**src/rtl/sprite_pkg.sv**
```systemverilog
// Shared types and constants for the sprite draw pipeline.
// Defining SPRITE_SCALE2X_EN doubles the sprite footprint on screen.
package sprite_pkg;

  typedef logic [23:0] rgb24_t;

  typedef enum logic {
    VISIBLE = 1'b0,
    FLASH   = 1'b1
  } flash_state_t;

  localparam int SPR_W_C        = 30;
  localparam int SPR_H_C        = 30;
  localparam int SPR_DEPTH_C    = SPR_W_C * SPR_H_C;
  localparam logic [7:0] KEY_MIN_C = 8'hF0;
  localparam int FLASH_FRAMES_C = 16;
  localparam int BLINK_DIV_C    = 2;

`ifdef SPRITE_SCALE2X_EN
  localparam int SCALE_SH_C = 1;
`else
  localparam int SCALE_SH_C = 0;
`endif

  // Near-white texels are the sprite sheet's background colour.
  function automatic logic is_keyed(input rgb24_t texel, input logic [7:0] key_min);
    return (texel[23:16] >= key_min) && (texel[15:8] >= key_min) && (texel[7:0] >= key_min);
  endfunction

endpackage

```
**src/rtl/sprite_flash_fsm.sv**
```systemverilog
// Hit-flash sequencer: after a hit the sprite blinks for a fixed number of frames.
module sprite_flash_fsm
  import sprite_pkg::*;
#(
  parameter int FLASH_FRAMES = FLASH_FRAMES_C,
  parameter int BLINK_DIV    = BLINK_DIV_C
) (
  input  logic clk,
  input  logic reset_n,
  input  logic frame_start,
  input  logic hit,
  output logic vis,
  output logic flashing
);

  localparam int FW = (FLASH_FRAMES > 1) ? $clog2(FLASH_FRAMES) : 1;
  localparam int BW = (BLINK_DIV > 1) ? $clog2(BLINK_DIV) : 1;

  flash_state_t  state;
  logic [FW-1:0] fcnt;
  logic [BW-1:0] bcnt;

  // A hit always restarts the sequence and suppresses that cycle's frame tick.
  always_ff @(posedge clk) begin
    if (!reset_n) begin
      state    <= VISIBLE;
      fcnt     <= '0;
      bcnt     <= '0;
      vis      <= 1'b1;
      flashing <= 1'b0;
    end else if (hit) begin
      state    <= FLASH;
      fcnt     <= FW'(FLASH_FRAMES - 1);
      bcnt     <= BW'(BLINK_DIV - 1);
      vis      <= 1'b0;
      flashing <= 1'b1;
    end else begin
      case (state)
        VISIBLE: begin
          vis      <= 1'b1;
          flashing <= 1'b0;
        end
        FLASH: begin
          if (frame_start) begin
            if (bcnt == '0) begin
              vis  <= ~vis;
              bcnt <= BW'(BLINK_DIV - 1);
            end else begin
              bcnt <= bcnt - 1'b1;
            end
            if (fcnt == '0) begin
              state    <= VISIBLE;
              vis      <= 1'b1;
              flashing <= 1'b0;
              bcnt     <= '0;
            end else begin
              fcnt <= fcnt - 1'b1;
            end
          end
        end
        default: begin
          state    <= VISIBLE;
          vis      <= 1'b1;
          flashing <= 1'b0;
        end
      endcase
    end
  end

endmodule

```
**src/rtl/sprite_draw_pipe.sv**
```systemverilog
// Sprite address/keying pipeline: DrawX/DrawY in, keyed sprite colour out two cycles later.
// Optional build macro SPRITE_SCALE2X_EN draws every texel as a 2x2 block.
module sprite_draw_pipe
  import sprite_pkg::*;
#(
  parameter int         SPR_W        = SPR_W_C,
  parameter int         SPR_H        = SPR_H_C,
  parameter logic [7:0] KEY_MIN      = KEY_MIN_C,
  parameter int         FLASH_FRAMES = FLASH_FRAMES_C,
  parameter int         BLINK_DIV    = BLINK_DIV_C
) (
  input  logic        Clk,
  input  logic        Reset_n,
  input  logic        frame_start,
  input  logic [9:0]  pos_x,
  input  logic [9:0]  pos_y,
  input  logic        hit,
  input  logic [9:0]  DrawX,
  input  logic [9:0]  DrawY,
  output logic [9:0]  rom_addr,
  input  logic [23:0] rom_data,
  output logic        sprite_on,
  output rgb24_t      sprite_rgb,
  output logic        flashing
);

  logic [9:0]  lat_x, lat_y;
  logic [10:0] draw_x_w, draw_y_w, lat_x_w, lat_y_w;
  logic [10:0] box_w, box_h, dx, dy;
  logic [9:0]  off_x, off_y, addr_next;
  logic        in_box, in_box_q, opaque, on_next, vis;

  // Bounds are 11 bits wide so a sprite hanging off the right/bottom never wraps to column/row 0.
  always_comb begin
    draw_x_w  = {1'b0, DrawX};
    draw_y_w  = {1'b0, DrawY};
    lat_x_w   = {1'b0, lat_x};
    lat_y_w   = {1'b0, lat_y};
    box_w     = 11'(SPR_W << SCALE_SH_C);
    box_h     = 11'(SPR_H << SCALE_SH_C);
    dx        = draw_x_w - lat_x_w;
    dy        = draw_y_w - lat_y_w;
    in_box    = (draw_x_w >= lat_x_w) && (draw_x_w < lat_x_w + box_w) &&
                (draw_y_w >= lat_y_w) && (draw_y_w < lat_y_w + box_h);
    off_x     = 10'(dx >> SCALE_SH_C);
    off_y     = 10'(dy >> SCALE_SH_C);
    addr_next = off_y * 10'(SPR_W) + off_x;
    opaque    = !is_keyed(rom_data, KEY_MIN);
    on_next   = in_box_q && opaque && vis;
  end

  always_ff @(posedge Clk) begin
    if (!Reset_n) begin
      lat_x      <= '0;
      lat_y      <= '0;
      rom_addr   <= '0;
      in_box_q   <= 1'b0;
      sprite_on  <= 1'b0;
      sprite_rgb <= '0;
    end else begin
      if (frame_start) begin
        lat_x <= pos_x;
        lat_y <= pos_y;
      end
      rom_addr   <= in_box ? addr_next : '0;
      in_box_q   <= in_box;
      sprite_on  <= on_next;
      sprite_rgb <= on_next ? rgb24_t'(rom_data) : '0;
    end
  end

  sprite_flash_fsm #(
    .FLASH_FRAMES(FLASH_FRAMES),
    .BLINK_DIV   (BLINK_DIV)
  ) u_flash (
    .clk        (Clk),
    .reset_n    (Reset_n),
    .frame_start(frame_start),
    .hit        (hit),
    .vis        (vis),
    .flashing   (flashing)
  );

endmodule

```
**config.mk**
```make
export PLATFORM = sky130hd
export DESIGN_NAME = sprite_draw_pipe
export DESIGN_NICKNAME = d
export VERILOG_FILES = /design/src/rtl/sprite_pkg.sv /design/src/rtl/sprite_flash_fsm.sv /design/src/rtl/sprite_draw_pipe.sv
export SDC_FILE = /design/constraint.sdc
export NUM_CORES = 1
export LEC_CHECK = 0
export CAP_MARGIN = 20
export CELL_PAD_IN_SITES_DETAIL_PLACEMENT = 0
export CELL_PAD_IN_SITES_GLOBAL_PLACEMENT = 2
export CORE_ASPECT_RATIO = 0.7
export CORE_UTILIZATION = 31
export DETAILED_ROUTE_END_ITERATION = 12
export HOLD_SLACK_MARGIN = 0.02
export PLACE_DENSITY = 0.78
export SYNTH_ARGS = -nofsm -noshare
export SYNTH_HDL_FRONTEND = slang
export SYNTH_SLANG_ARGS = --single-unit
```
**constraint.sdc**
```tcl
create_clock -name Clk -period 7.4 [get_ports Clk]
set_input_delay 1.11 -clock Clk [delete_from_list [all_inputs] [get_ports Clk]]
set_output_delay 1.11 -clock Clk [all_outputs]
set_load 0.05 [all_outputs]
```
==> results_dict.tcl, run 1 <==
set metrics [dict create \
    crit_slowest_cell "fa_1" \
    max_cap_viol_count 0 \
    drt_wl_total_mm 10.83 \
    yosys-top-cells-count "dfxtp_1, inv_1, ha_1" \
    relSlewSlack_pct 35.87 \
    holdWs_ns 0.5143 \
    wire_per_inst_um 13.80 \
    num_vias 3517 \
    io_pins 104 \
    initial_core_util_pct 32.09 \
    post_cts_resized 0 \
    cts.reportedPaths.clkPinSlew_ns 0.05 \
    synth_top_area_cell "dfxtp_1" \
    seq_power_share_pct 16.9 \
    min_period_over_period_pct 89.19 \
    synthArstFlopShare_pct 0 \
    clock_latency_ns 0.33 \
    n_antenna_cell 0 \
    p_clk_share_pct 18.4 \
    worst_pin_slew_ns 0.9590 \
    synth_enable_flop_cells 0 \
    cts_inserted_buffers 9 \
    cpMostUsedCell "fa_1" \
    hpwl_mm 8.995 \
    finalNetCount 736 \
    cp_cell_sequence "clkdlybuf4s50_1 > inv_1 > ha_1 > fa_1 > nand2b_1 > a21oi_1 > a21o_1 > a21oi_1 > xor2_1 > fa_1 > fa_1 > inv_1 > ha_1 > xnor2_1 > fa_1 > ha_1 > a21o_1 > a31oi_1 > xnor3_1 > xnor3_2 > mux2i_1" \
    fin_crit_ns 6.600 \
    root_buffer "clkbuf_16" \
    p_int_mw 1.355 \
    slowest_delay_ns 0.54 \
    status "complete, no violations" \
    ant_nets 0 \
    worst-path-buf-inv 3 \
    synthTopCellsByArea "dfxtp_1, ha_1, fa_1" \
    finalHoldViolations 0 \
    synth_cell_types 49 \
    synth_flop_cell "dfxtp_1" \
    post_cts_buffers 0 \
    cts_hold_buf 0 \
    antenna_found_initial 0 \
    syn-num-nets 631 \
    syn_avg_cell_area_um2 9.309 \
    ys.warnings.count 0 \
    crit_type "in2reg" \
    required_ns 7.61 \
    routed_via_density 4.480 \
    drc 0 \
    setup_violations 0 \
    die_w_um 146.4 \
    grt_max_degree 31 \
    start_kind "input port" \
    worstSetupEndpointType "register" \
    port-buffer-count 103 \
    synth_cells 486 \
    rows 36 \
    final_util_pct 42.94 \
    p_leak_nw 2.607 \
    drtIter0Drc 86 \
    setup_ws_ns 0.7997 \
    critPathArrivalTime_ns 6.81 \
    p_sw_share_pct 39.18 \
    ys_seq_area_share_pct 28.32 \
    fmax_mhz 151.5 \
    core_area_mm2 0.01410 \
    grt_pass1_wl_mm 16.95 \
    cts-htree-levels 3 \
    slew_violations 0 \
    cts_buffer_depth 2 \
    yosysTopAreaCellShare_pct 28.32 \
    combPwrFrac_pct 64.7 \
    rsz0062_at_grt "no" \
    skew_ns 0.003719 \
    pre_cts_ws_ns 0.4457 \
    die_h_um 103.1 \
    dr.pass1.iters 4 \
    netlist_area_mm2 0.004524 \
    synth_seq_cells 64 \
    gp_congestion 0.7959 \
    grt_overflow_total 0 \
    peakVddDrop_v 0.0002904 \
    power_mw 2.229 \
    layout-drive-gt1-share_pct 4.034 \
    grt_pass1_vias 3335 \
    critPathTopFamily "adder cells" \
    critical_path.max_fanout 3 \
    areaGrowthSynthToFinish_pct 33.82 \
    switchingPower_mw 0.8733 \
    fin_tns_setup_ns 0 \
    hold_path.class "reg2reg" \
    cts.sinks 64 \
    track_usage_pct 14.56 \
    power_density_mw_per_mm2 368.1 \
    cts_tree "done" \
    design.die.area_mm2 0.01509 \
]
## power by group through the flow
stage                     Clock (mW)  Combinational (mW)  Sequential, mW
after global routing           0.442                1.62           0.379
after global placement             0                1.43           0.384
after CTS                      0.426                1.45           0.377
after floorplan                    0                1.14           0.410
final                          0.410                1.44           0.377
after detailed placement           0                1.45           0.385
## metal layers
metal	share of wire, %	vias to the layer above	track usage (%)
met1	53	1574	21.24
met2	41	87	21.03
met3	5.1	11	3.938
met4	0.88	0	3.446
met5	0	-	0
li1	-	1845	-
## cell families (layout without fill, tap and decap cells)
| family | Yosys count | in the layout | share of synthesized area (%) |
|---|---|---|---|
| and+or+nand+nor | 122 | 122 | 15.24 |
| AOI/OAI and AO/OA | 86 | 86 | 12.64 |
| adders and majority gates | 78 | 78 | 24.50 |
| buffers and inverters | 75 | 184 | 6.277 |
| DFF | 64 | 64 | 28.32 |
| xor gates and xnor gates | 40 | 40 | 8.379 |
| muxes | 21 | 21 | 4.646 |
## per-stage QoR
| stage | cell area [um^2] | cells |
|---|---|---|
| detailed placement | 5768 | 770 |
| finish | 6055 | 785 |
| floorplan | 4524 | 486 |
| CTS | 6055 | 785 |
| global placement | 5757 | 769 |
| global route | 6055 | 785 |
## registers in the layout (all words and copies together) (netlist names)
register          cells
in_box_q              1
lat_x                10
lat_y                10
rom_addr             10
sprite_on             1
sprite_rgb           24
u_flash.bcnt          1
u_flash.fcnt          4
u_flash.flashing      1
u_flash.state         1
u_flash.vis           1
## worst reg2reg max path, cell delays in order, from the launching register on
cell and delay [ns]:
dfxtp_1 0.46, inv_1 0.10, ha_1 0.33, nor2b_4 0.14
o31a_1 0.27, o31a_1 0.28, or3_2 0.50, fa_1 0.49
fa_1 0.54, inv_1 0.04, ha_1 0.31, xnor2_1 0.20
fa_1 0.44, ha_1 0.35, a21o_1 0.19, a31oi_1 0.21
xnor3_1 0.36, xnor3_2 0.23, mux2i_1 0.12
## final timing paths
| kind | startpoint | to | slack (ns) | cells after the start |
|---|---|---|---|---|
| worst max-delay path | DrawY[0] | rom_addr[9] | 0.80 | 21 |
| worst min-delay path | u_flash.flashing | u_flash.flashing | 0.51 | 2 |
| worst max register to register | lat_y[1] | rom_addr[9] | 1.72 | 18 |
| worst min register to register | u_flash.flashing | u_flash.flashing | 0.51 | 2 |
## final cells by class
| class | count | area [um^2] |
|---|---|---|
| fill | 1377 | 8044 |
| multi-input combinational | 347 | 2959 |
| sequential | 64 | 1281 |
| timing repair buffer | 105 | 1050 |
| inverter | 64 | 240.2 |
| tap | 190 | 237.7 |
| clock buffer | 9 | 225.2 |
| clock inverter | 6 | 61.31 |
## cell usage in the layout, fill, tap and decap left out, types with 15 or more instances in the layout
master / synthesis / final
dfxtp_1: 64 / 64
fa_1: 18 / 18
mux2i_1: 21 / 21
xnor2_1: 33 / 33
inv_1: 64 / 64
nand2_1: 15 / 15
and2_1: 26 / 26
nor2b_1: 24 / 24
nor2_1: 17 / 17
a21oi_1: 21 / 21
ha_1: 59 / 59
o21ai_0: 19 / 19
clkdlybuf4s50_1: 0 / 103
Power figures use the tool's default switching activity.
==> run 2, diff against run 1 <==
--- a/config.mk
+++ b/config.mk
@@ -5,7 +5,6 @@
 export SDC_FILE = /design/constraint.sdc
 export NUM_CORES = 1
 export LEC_CHECK = 0
-export CAP_MARGIN = 20
 export CELL_PAD_IN_SITES_DETAIL_PLACEMENT = 0
 export CELL_PAD_IN_SITES_GLOBAL_PLACEMENT = 2
 export CORE_ASPECT_RATIO = 0.7
==> run 2 against run 1 <==
Sequential power about the same. Worst setup slack worse by 0.018 ns. Fmax down 0.27%. Critical endpoint unchanged. Largest power group unchanged.
==> results_dict.tcl, run 2 (same netlist as run 1, synthesis figures left out) <==
set metrics [dict create \
    finalNetCount 735 \
    final_common_cell "clkdlybuf4s50_1" \
    clock_latency_ns 0.33 \
    worstSetupStartpoint "DrawY[0]" \
    num_vias 3553 \
    rsz0062_at_grt "no" \
    fin_cells 785 \
    required_ns 7.61 \
    status "complete, no violations" \
    min_period_over_period_pct 89.43 \
    max_cap_viol_count 0 \
    port-buffer-count 103 \
    fill_cells 1363 \
    core_area_mm2 0.01410 \
    cts_inserted_buffers 9 \
    reg2regPathDepth 18 \
    routed_via_density 4.526 \
    dr.pass1.iters 4 \
    cp_cell_sequence "clkdlybuf4s50_1 > inv_1 > ha_1 > fa_1 > nand2b_1 > a21oi_1 > a21o_1 > a21oi_1 > xor2_1 > fa_1 > fa_1 > inv_1 > ha_1 > xnor2_1 > fa_1 > ha_1 > a21o_1 > a31oi_1 > xnor3_1 > xnor3_2 > mux2i_1" \
    antenna_found_initial 0 \
    critPathArrivalTime_ns 6.83 \
    final_cell_mix "clkdlybuf4s50_1, inv_1, dfxtp_1" \
    layout-drive-gt1-share_pct 4.034 \
    crit_slowest_cell "fa_1" \
    worstSetupEndpointType "register" \
    largest_register_ffs 24 \
    hpwl_mm 9.026 \
    design.die.area_mm2 0.01509 \
    io_pins 104 \
    setup_violations 0 \
    die_w_um 146.4 \
    grt_pass1_vias 3395 \
    p_leak_nw 2.617 \
    hold_path.class "reg2reg" \
    reg2reg_to "rom_addr[9]" \
    cts.reportedPaths.clkPinSlew_ns 0.06 \
    r2r_slack_ns 1.72 \
    holdWs_ns 0.5223 \
    crit_end "rom_addr[9]" \
    largest-register "sprite_rgb" \
    grt_max_degree 31 \
    post_cts_buffers 0 \
    grt_pass1_wl_mm 17.29 \
    cts_buffer_depth 2 \
    cts_hold_buf 0 \
    root_buffer "clkbuf_16" \
    crit_type "in2reg" \
    gp_congestion 0.7959 \
    drc 0 \
    track_usage_pct 14.78 \
    initial_core_util_pct 32.09 \
    multi_input_area_mm2 0.002959 \
    rows 36 \
    fin_crit_ns 6.618 \
    cts.sinks 64 \
    cpMostUsedCell "fa_1" \
    n_antenna_cell 0 \
    fin_tns_setup_ns 0 \
    cts-htree-levels 3 \
    worst-path-buf-inv 3 \
    post_cts_resized 0 \
    fmax_mhz 151.1 \
    cts_tree "done" \
    critical_path.max_fanout 3 \
    areaGrowthSynthToFinish_pct 34.54 \
    slowest_delay_ns 0.54 \
    relSlewSlack_pct 23.15 \
    dp.cells 769 \
    start_kind "input port" \
    cp_num_cells 21 \
    peakVddDrop_v 0.0002840 \
    drt_wl_total_mm 10.93 \
    power_density_mw_per_mm2 375.9 \
    wire_per_inst_um 13.92 \
    grt_overflow_total 0 \
    ant_nets 0 \
    seq_area_mm2 0.001281 \
    skew_ns 0.006416 \
    critPathTopFamily "adder cells" \
    slew_violations 0 \
    worst_pin_slew_ns 1.149 \
    finalHoldViolations 0 \
    drtIter0Drc 130 \
    die_h_um 103.1 \
    r2r-start "lat_y[1]" \
]
[run 2: cell type report]
type	instances	share of cell area [%]
tap	190	3.905
inverter	64	3.947
clock buffer	9	3.700
clock inverter	7	1.727
timing repair buffer	104	17.06
multi-input combinational	347	48.61
sequential	64	21.05
[run 2: where the power goes]
part / switching (mW) / leakage [nW] / total [mW] / internal, mW
Clock: 0.171 / 0.158 / 0.470 / 0.299
Combinational: 0.705 / 1.94 / 1.44 / 0.737
Sequential: 0.0137 / 0.522 / 0.377 / 0.363
Total: 0.890 / 2.62 / 2.29 / 1.40
[run 2: worst reg2reg max path: stages, from the launching register on]
cell     delay [ns]
dfxtp_1        0.45
inv_1          0.10
ha_1           0.33
nor2b_4        0.14
o31a_1         0.28
o31a_1         0.28
or3_2          0.50
fa_1           0.49
fa_1           0.54
inv_1          0.04
ha_1           0.31
xnor2_1        0.20
fa_1           0.44
ha_1           0.35
a21o_1         0.19
a31oi_1        0.20
xnor3_1        0.35
xnor3_2        0.24
mux2i_1        0.13
[run 2: worst min path at each step]
stage,cells past startpoint,end,start,slack (ns)
after floorplan,2,lat_x[0],lat_x[0],0.49
after global placement,2,u_flash.flashing,u_flash.flashing,0.50
after detailed placement,2,u_flash.flashing,u_flash.flashing,0.51
after CTS,2,u_flash.flashing,u_flash.flashing,0.53
after global routing,2,u_flash.flashing,u_flash.flashing,0.56
final,2,u_flash.flashing,u_flash.flashing,0.52
[run 2: metal layers]
layer	global-route usage (%)	vias to the layer above	wire (um)
met2	21.76	66	4515
met3	4.115	11	502
met4	3.846	0	123
met1	21.08	1630	5788
met5	0	-	0
li1	-	1846	-
[run 2: metrics by stage]
| stage | area, um^2 | power [mW] | worst slack, ns | util [%] |
|---|---|---|---|---|
| CTS | 6087 | 2.316 | 0.7788 | 43.18 |
| floorplan | 4524 | 1.553 | 1.288 | - |
| finish | 6087 | 2.288 | 0.7821 | 43.18 |
| global placement | 5757 | 1.818 | 0.5447 | 40.83 |
| global route | 6087 | 2.496 | 0.4813 | 43.18 |
| detailed placement | 5757 | 1.840 | 0.4520 | 40.83 |
